## src/rtl/clock_pkg.sv

```systemverilog
// Shared types, limits and helpers for the BCD time-of-day counter.
// Limits are plain integers; tens_of/ones_of split them into BCD digits.
package clock_pkg;

    typedef logic [3:0] bcd_t;

    localparam int unsigned SEC_MAX  = 59;
    localparam int unsigned MIN_MAX  = 59;
    localparam int unsigned HR24_MAX = 23;
    localparam int unsigned HR12_MIN = 1;
    localparam int unsigned HR12_MAX = 12;

    // Hour shown after reset: 00 in 24 h format, 12 (AM) in 12 h format.
    localparam int unsigned RST24_HR = 0;
    localparam int unsigned RST12_HR = HR12_MAX;

    localparam int unsigned EV_1HZ = 0;
    localparam int unsigned EV_MIN = 1;
    localparam int unsigned EV_HR  = 2;
    localparam int unsigned NUM_EV = 3;

    function automatic bcd_t tens_of(input int unsigned v);
        return bcd_t'(v / 10);
    endfunction

    function automatic bcd_t ones_of(input int unsigned v);
        return bcd_t'(v % 10);
    endfunction

    // Plain two-digit BCD increment with no upper limit; callers handle wrap.
    function automatic logic [7:0] bcd_inc(input bcd_t tens, input bcd_t ones);
        if (ones == 4'd9) return {tens + 4'd1, 4'd0};
        return {tens, ones + 4'd1};
    endfunction

endpackage

```

## src/rtl/bcd_mod_counter.sv

```systemverilog
// Two-digit BCD modulo counter used for seconds and minutes.
// Priority: clear > load > inc; at_max flags the top value for carry generation.
module bcd_mod_counter
    import clock_pkg::*;
#(
    parameter int unsigned TENS_MAX        = 5,
    parameter int unsigned ONES_MAX_AT_TOP = 9,
    parameter int unsigned WRAP_VALUE      = 0
) (
    input  logic clk,
    input  logic reset,
    input  logic inc,
    input  logic clear,
    input  logic load,
    input  bcd_t load_tens,
    input  bcd_t load_ones,
    output bcd_t tens,
    output bcd_t ones,
    output logic at_max
);

    localparam bcd_t TOP_TENS  = tens_of(TENS_MAX * 10);
    localparam bcd_t TOP_ONES  = ones_of(ONES_MAX_AT_TOP);
    localparam bcd_t WRAP_TENS = tens_of(WRAP_VALUE);
    localparam bcd_t WRAP_ONES = ones_of(WRAP_VALUE);

    bcd_t tens_q, tens_d;
    bcd_t ones_q, ones_d;

    assign at_max = (tens_q == TOP_TENS) && (ones_q == TOP_ONES);

    // NOTE: every always_comb output gets a default first so no latch is inferred.
    always_comb begin
        tens_d = tens_q;
        ones_d = ones_q;
        if (clear) begin
            tens_d = '0;
            ones_d = '0;
        end else if (load) begin
            tens_d = load_tens;
            ones_d = load_ones;
        end else if (inc) begin
            if (at_max) begin
                tens_d = WRAP_TENS;
                ones_d = WRAP_ONES;
            end else begin
                {tens_d, ones_d} = bcd_inc(tens_q, ones_q);
            end
        end
    end

    // NOTE: state registers use non-blocking assignments so all flops update together.
    always_ff @(posedge clk) begin
        if (reset) begin
            tens_q <= '0;
            ones_q <= '0;
        end else begin
            tens_q <= tens_d;
            ones_q <= ones_d;
        end
    end

    assign tens = tens_q;
    assign ones = ones_q;

endmodule

```

## src/rtl/time_of_day_counter.sv

```systemverilog
// BCD hh:mm:ss time of day advanced by a sampled 1 Hz square wave plus minute/hour set inputs.
// Everything runs on clk_100MHz; the 1 Hz input is only edge-detected, never used as a clock.
module time_of_day_counter
    import clock_pkg::*;
#(
    parameter bit TWELVE_HOUR = 1'b0
) (
    input  logic       clk_100MHz,
    input  logic       reset,
    input  logic       clk_1Hz,
    input  logic       inc_min,
    input  logic       inc_hr,
    output logic [3:0] sec_ones,
    output logic [3:0] sec_tens,
    output logic [3:0] min_ones,
    output logic [3:0] min_tens,
    output logic [3:0] hr_ones,
    output logic [3:0] hr_tens,
    output logic       pm,
    output logic       sec_tick
);

    localparam bcd_t HR_RST_TENS = TWELVE_HOUR ? tens_of(RST12_HR) : tens_of(RST24_HR);
    localparam bcd_t HR_RST_ONES = TWELVE_HOUR ? ones_of(RST12_HR) : ones_of(RST24_HR);

    logic [NUM_EV-1:0] raw_in;
    logic [NUM_EV-1:0] ev;
    logic [1:0]        arm_q, arm_d;

    assign raw_in = {inc_hr, inc_min, clk_1Hz};

    // Events stay masked until s2 holds a real sample, so a level already high at release is not an edge.
    assign arm_d = {arm_q[0], 1'b1};

    for (genvar i = 0; i < NUM_EV; i++) begin : g_edge
        logic s1_q, s1_d;
        logic s2_q, s2_d;

        always_comb begin
            s1_d = raw_in[i];
            s2_d = s1_q;
        end

        always_ff @(posedge clk_100MHz) begin
            if (reset) begin
                s1_q <= 1'b0;
                s2_q <= 1'b0;
            end else begin
                s1_q <= s1_d;
                s2_q <= s2_d;
            end
        end

        assign ev[i] = s1_q & ~s2_q & arm_q[1];
    end

    logic set_ev, tick_adv, min_inc, hr_inc;
    logic sec_at_max, min_at_max;

    assign set_ev   = ev[EV_MIN] | ev[EV_HR];
    assign tick_adv = ev[EV_1HZ] & ~set_ev;
    assign min_inc  = ev[EV_MIN] | (tick_adv & sec_at_max);
    assign hr_inc   = ev[EV_HR]  | (tick_adv & sec_at_max & min_at_max);

    bcd_mod_counter #(
        .TENS_MAX       (SEC_MAX / 10),
        .ONES_MAX_AT_TOP(SEC_MAX % 10),
        .WRAP_VALUE     (0)
    ) u_sec (
        .clk      (clk_100MHz),
        .reset    (reset),
        .inc      (tick_adv),
        .clear    (set_ev),
        .load     (1'b0),
        .load_tens('0),
        .load_ones('0),
        .tens     (sec_tens),
        .ones     (sec_ones),
        .at_max   (sec_at_max)
    );

    bcd_mod_counter #(
        .TENS_MAX       (MIN_MAX / 10),
        .ONES_MAX_AT_TOP(MIN_MAX % 10),
        .WRAP_VALUE     (0)
    ) u_min (
        .clk      (clk_100MHz),
        .reset    (reset),
        .inc      (min_inc),
        .clear    (1'b0),
        .load     (1'b0),
        .load_tens('0),
        .load_ones('0),
        .tens     (min_tens),
        .ones     (min_ones),
        .at_max   (min_at_max)
    );

    bcd_t hr_tens_q, hr_tens_d;
    bcd_t hr_ones_q, hr_ones_d;
    logic pm_q, pm_d;
    logic sec_tick_q, sec_tick_d;

    always_comb begin
        hr_tens_d  = hr_tens_q;
        hr_ones_d  = hr_ones_q;
        pm_d       = pm_q;
        sec_tick_d = tick_adv;
        if (hr_inc) begin
            if (TWELVE_HOUR) begin
                if (hr_tens_q == tens_of(HR12_MAX) && hr_ones_q == ones_of(HR12_MAX)) begin
                    hr_tens_d = tens_of(HR12_MIN);
                    hr_ones_d = ones_of(HR12_MIN);
                end else if (hr_tens_q == tens_of(HR12_MAX - 1) &&
                             hr_ones_q == ones_of(HR12_MAX - 1)) begin
                    // 11 -> 12 is the only step that crosses noon or midnight.
                    hr_tens_d = tens_of(HR12_MAX);
                    hr_ones_d = ones_of(HR12_MAX);
                    pm_d      = ~pm_q;
                end else begin
                    {hr_tens_d, hr_ones_d} = bcd_inc(hr_tens_q, hr_ones_q);
                end
            end else begin
                if (hr_tens_q == tens_of(HR24_MAX) && hr_ones_q == ones_of(HR24_MAX)) begin
                    hr_tens_d = '0;
                    hr_ones_d = '0;
                end else begin
                    {hr_tens_d, hr_ones_d} = bcd_inc(hr_tens_q, hr_ones_q);
                end
            end
        end
    end

    always_ff @(posedge clk_100MHz) begin
        if (reset) begin
            arm_q      <= 2'b00;
            hr_tens_q  <= HR_RST_TENS;
            hr_ones_q  <= HR_RST_ONES;
            pm_q       <= 1'b0;
            sec_tick_q <= 1'b0;
        end else begin
            arm_q      <= arm_d;
            hr_tens_q  <= hr_tens_d;
            hr_ones_q  <= hr_ones_d;
            pm_q       <= pm_d;
            sec_tick_q <= sec_tick_d;
        end
    end

    assign hr_tens  = hr_tens_q;
    assign hr_ones  = hr_ones_q;
    assign pm       = pm_q;
    assign sec_tick = sec_tick_q;

endmodule

```

## config.mk

```make
export PLATFORM = sky130hd
export DESIGN_NAME = time_of_day_counter
export DESIGN_NICKNAME = d
export VERILOG_FILES = /design/src/rtl/clock_pkg.sv /design/src/rtl/bcd_mod_counter.sv /design/src/rtl/time_of_day_counter.sv
export SDC_FILE = /design/constraint.sdc
export NUM_CORES = 1
export LEC_CHECK = 0
export BUFFER_PORTS_ARGS = -buffer_cell sky130_fd_sc_hd__buf_2
export CELL_PAD_IN_SITES_DETAIL_PLACEMENT = 0
export CELL_PAD_IN_SITES_GLOBAL_PLACEMENT = 1
export CORE_MARGIN = 8
export CORE_UTILIZATION = 35
export CTS_CLUSTER_SIZE = 20
export DETAILED_ROUTE_END_ITERATION = 8
export PLACE_DENSITY = 0.76
export SLEW_MARGIN = 20
export SYNTH_ARGS = -nofsm -noshare
export SYNTH_HDL_FRONTEND = slang
export SYNTH_SLANG_ARGS = --single-unit
```

## constraint.sdc

```tcl
create_clock -name clk_100MHz -period 1.9 [get_ports clk_100MHz]
set_input_delay 0.19 -clock clk_100MHz [delete_from_list [all_inputs] [get_ports clk_100MHz]]
set_output_delay 0.19 -clock clk_100MHz [all_outputs]
set_load 0.02 [all_outputs]
```

* Word-level counts from Yosys, hierarchy flattened
Index checks and enable logic that the tools add are counted.
** Operators by class
- Add/subtract/negate cells :: 6
- Equal/unequal tests :: 7
- Mux-type cells :: 23
- Bitwise gates (word level) :: 16
- Reductions and logical operators :: 10
** Operators with widths (count)
- two-way mux 8 bit :: 6
- adder 4 x 1 -> 4 bit (second input constant) :: 6
- two-way mux 4 bit :: 6
- equality test 4 bit (second input constant) :: 3
- two-way mux 1 bit :: 11
- bitwise AND 1 bit :: 9
- equality test 4 x 2 -> 1 bit (second input constant) :: 2
- equality test 4 x 3 -> 1 bit (second input constant) :: 2
- AND reduction 2 bit :: 3
- nonzero test 2 bit :: 3
- NOT 1 bit :: 4
- logical AND 1 bit :: 3
- OR 1 bit :: 3
- OR reduction 2 bit :: 1
** Storage, ports and cells
- Register bits after elaboration :: 33
- Bits of input ports :: 5
- Output and inout bits :: 26
- Word-level logic and storage cells :: 77

* Longest topological paths before layout
- Word-level depth :: 12
- Gate-level depth with buffers :: 8
- Mapped depth without buffers :: 7

* Hierarchy
A second synthesis with hierarchy kept.
** Second synthesis, totals
- Cell total of the unflattened synthesis :: 203
- Area total of the unflattened synthesis :: 1819.2 um^2
** Modules (own cells, without submodules)
- bcd_mod_counter :: instances 2, cells an instance 61, area an instance 518.0 um^2, sequential area each 160.2 um^2
- time_of_day_counter :: instances 1, cells an instance 81, area an instance 783.3 um^2, sequential area each 340.3 um^2

* Worst setup path after synthesis
No wires, ideal clock.
- Path type :: register to register
- Start point :: register u_sec.tens_q[0] (netlist: u_sec.tens[0])
- End point :: register u_min.ones_q[2] (netlist: u_min.ones[2])
- Setup time :: 71 ps
- Arrival time :: 1965 ps
- Data required time :: 1829 ps
- Path slack :: -135 ps
- Stages on the path, launching flop included :: 8
- Path buffers :: 1
- Clock period less this slack :: 2035 ps
- Cell sequence :: dfxtp_1 > ha_1 > and3b_1 > nor3b_2 > a22oi_2 > buf_2 > or4_1 > a21oi_1
** Between the ends
- Cells in the longest elaborated chain, start to end :: 4
** RTL lines
- start, declared :: line bcd_mod_counter.sv:27 : bcd_t tens_q, tens_d;
- start signal, assigned :: line bcd_mod_counter.sv:58 : tens_q <= tens_d;
- equality test 4 x 3 -> 1 bit :: line bcd_mod_counter.sv:30 : assign at_max = (tens_q == TOP_TENS) && (ones_q == TOP_ONES);
- logical AND 1 bit :: line bcd_mod_counter.sv:30
- bitwise AND 1 bit :: line time_of_day_counter.sv:62 : assign min_inc = ev[EV_MIN] | (tick_adv & sec_at_max);
- OR 1 bit :: line time_of_day_counter.sv:62
- end signal, assigned :: line bcd_mod_counter.sv:59 : ones_q <= ones_d;
- end, declared :: line bcd_mod_counter.sv:28 : bcd_t ones_q, ones_d;
Every way passes these cells.
A chain may end at the register's enable or synchronous reset.

* Final worst setup path
- Start point :: register u_sec.tens_q[1] (netlist: u_sec.tens[1])
- End point :: register hr_tens_q[1] (netlist: hr_tens[1])
** Between the ends
- Cells in the longest elaborated chain, start to end :: 6
** RTL lines
- equality test 4 x 3 -> 1 bit :: line bcd_mod_counter.sv:30
- logical AND 1 bit :: line bcd_mod_counter.sv:30
- bitwise AND 1 bit (2 in series) :: line time_of_day_counter.sv:63 : assign hr_inc = ev[EV_HR] | (tick_adv & sec_at_max & min_at_max);
- OR 1 bit :: line time_of_day_counter.sv:63
- AND reduction 2 bit (no line)
- end signal, assigned :: line time_of_day_counter.sv:143 : hr_tens_q <= hr_tens_d;
- end, declared :: line time_of_day_counter.sv:99 : bcd_t hr_tens_q, hr_tens_d;
Every way passes these cells.

==> impl_metrics.toml <==
[status]
status = "finished, final reports clean"

[route]
num_vias = 1462
drtIter0Drc = 71
route.top_layer_used = "met4"
vias_per_cell = 5.007
route.met3.wl_um = 176
drc_errors = 0
wl_met2_mm = 1.644
wl_per_cell_um = 12.91
first_pass_iters = 4
postRouteAntennaNets = 0
wl_met1_mm = 1.874
wl_mm = 3.771

[floorplanning]
die_height_um = 83.20
die_w_um = 83.20
core_mm2 = 0.004354
rows = 24
ioPinCount = 31
design.die.area_mm2 = 0.006921
initial_utilization = 0.3629

[flow_run]
drv_cap = 0

[worst_setup_path]
crit_path_max_incr_delay_ns = 0.38
start_kind = "flop"
critPathTopFamily = "simple AND/OR/NAND/NOR gates"
cp_slowest_cell = "or3_4"
critical_path_class = "flop to flop"
cp_max_fo = 6
crit_chain = "inv_2 -> ha_4 -> and3b_1 -> nor3b_4 -> a31oi_2 -> buf_4 -> buf_6 -> or3_4 -> a21oi_2"
critical_path_buf_inv_count = 3
cp-end-kind = "flop"
critPathRequiredTime_ns = 2.12
arrival_ns = 2.10

[yosys]
synth_nets = 193
yosys.area.top_type = "dfxtp_1"
yosysTopAreaCellShare = 0.4181
synth_cell_types = 39
syn_avg_cell_area_um2 = 8.979
ys_seq_area_frac = 0.4181
synth_top_cells_by_area = "dfxtp_1 (42%), ha_1 (9.5%), a21oi_1 (5.1%), nand2_1 (4.0%), nor2b_1 (3.6%)"
synth_area_mm2 = 0.001580
synth_seq_cells = 33
synth_warnings = 0
syn_inst = 176

[placed_design]
dp_cells = 278
dp_worst_setup_slack_ns = 0.01958
place_area_mm2 = 0.001972
globalplace.congestion = 0.7527
io_buffer_count = 29
hpwl_mm = 2.674

[grt]
grt_max_degree = 24
antenna_found_initial = 0
grt_pass1_wl_mm = 6.299
grt_util_all_layers = 0.1075
grt-ovfl-total = 0
grt_pass1_vias = 1374

[cells_and_area]
area_growth_pct = 36.26
fin_util = 0.4945
design_area_mm2 = 0.002153
fillers = 449
final_cell_mix = "dfxtp_1 (30), buf_2 (30), buf_4 (28)"
antenna_cells = 0
stdcell_count = 292
drive_above_1_share = 0.3458
layout.nets = 256

[sta]
final.setup_skew_ns = 0.004596
clock.fmax_mhz = 531.7
hold_viol_final = 0
setup_tns_ns = 0
min_period_ns = 1.881
setup_violations = 0
setup_ws_ns = 0.01941
fin_crit_sh = 0.9898
final_max_slew_viol_count = 0
fin_hold_ws_ns = 0.1154
rsz0062_at_grt = "yes"

[pwr]
power_density_mw_per_mm2 = 641.3
p_total_mw = 1.381
p_leak_nw = 0.9327
irDropWorstVdd_v = 0.0003829

[clock_network]
clk_latency_ns = 0.28
cts_buffers = 5
cts_tree = "done"
cts.sinks = 33
cts_root_buf = "clkbuf_8"
clk_path_buf_depth = 2
cts.clk_slew.worst_paths_ns = 0.07
h-tree-depth = 2

[worst_hold_path]
hold_class = "input port to flop"
[synthesized netlist by cell type (all sizes together)]
cell type / number
a211oi: 1
a21oi: 16
a22o: 1
a22oi: 1
a311oi: 1
a31oi: 3
a41oi: 1
and2: 2
and3: 1
and3b: 3
buf: 2
clkbuf: 3
conb: 1
dfxtp: 33
ha: 12
inv: 9
mux2i: 1
nand2: 17
nand2b: 1
nand3: 4
nand3b: 4
nand4: 2
nand4b: 2
nor2: 9
nor2b: 9
nor3: 2
nor3b: 1
o21ai: 9
o311a: 1
o31ai: 3
o41a: 1
or2: 2
or3: 8
or4: 7
xnor2: 1
xor2: 2
[power by group]
part | leakage, nW | internal [mW] | switching [mW]
combinational | 0.609 | 0.0370 | 0.0514
sequential | 0.270 | 0.705 | 0.00911
clock | 0.0542 | 0.327 | 0.251
[worst register-to-register path, stage by stage, from the launching register on]
cell	delay (ns)
dfxtp_2	0.32
inv_2	0.05
ha_4	0.11
and3b_1	0.16
nor3b_4	0.24
a31oi_2	0.13
buf_4	0.18
buf_6	0.12
or3_4	0.38
a21oi_2	0.13
[registers in the layout, indices dropped and copies added, names as in the netlist]
signal,cells
u_sec.ones,4
u_min.ones,4
hr_ones,4
u_min.tens,4
hr_tens,4
sec_tick,1
u_sec.tens,4
g_edge.s1_q,3
g_edge.s2_q,3
arm_q,2
[timing repair]
| action | 4_1_cts | 5_1_grt |
|---|---|---|
| gates resized for setup | 0 | 10 |
| setup buffers | 0 | 4 |
| endpoints found under the setup margin | 0 | 13 |
| hold endpoints to repair | 0 | 0 |
| hold buffers | 0 | 0 |
[cell families after synthesis]
kind of cell,share of synthesized area
multiplexers,0.006334
AND/OR/NAND/NOR,0.2771
AO/OA/AOI/OAI,0.1481
buffers and inverters,0.03642
other,0.002373
flip-flops,0.4180
XOR/XNOR,0.01663
adder cells (fa/ha/maj),0.09501
[worst paths after layout]
path	depth (start not counted)	from	slack (ns)	end
hold / removal	2	inc_min	0.12	g_edge[1].s1_q$_SDFF_PP0_
hold reg to reg	1	arm_q[0]$_DFF_P_	0.44	arm_q[1]$_SDFF_PP0_
setup / recovery	9	u_sec.tens[1]$_SDFFE_PP0P_	0.02	hr_tens[1]$_SDFFE_PP0P_
setup reg to reg	9	u_sec.tens[1]$_SDFFE_PP0P_	0.02	hr_tens[1]$_SDFFE_PP0P_
[layout make-up]
type                       count  area [µm²]  area share
multi-input combinational    130       905.9      0.4207
sequential                    33       664.4      0.3085
timing repair buffer          60       382.9      0.1778
clock buffer                   7       96.34     0.04474
tap                           52       65.06     0.03021
inverter                       9       33.78     0.01569
clock inverter                 1       5.005    0.002324
[routing by layer]
layer,vias to the layer above,track usage
met2,24,0.1627
li1,754,-
met5,-,0
met4,0,0.05751
met3,5,0.03320
met1,679,0.1325
No activity file was read; power rests on OpenSTA's default activity.
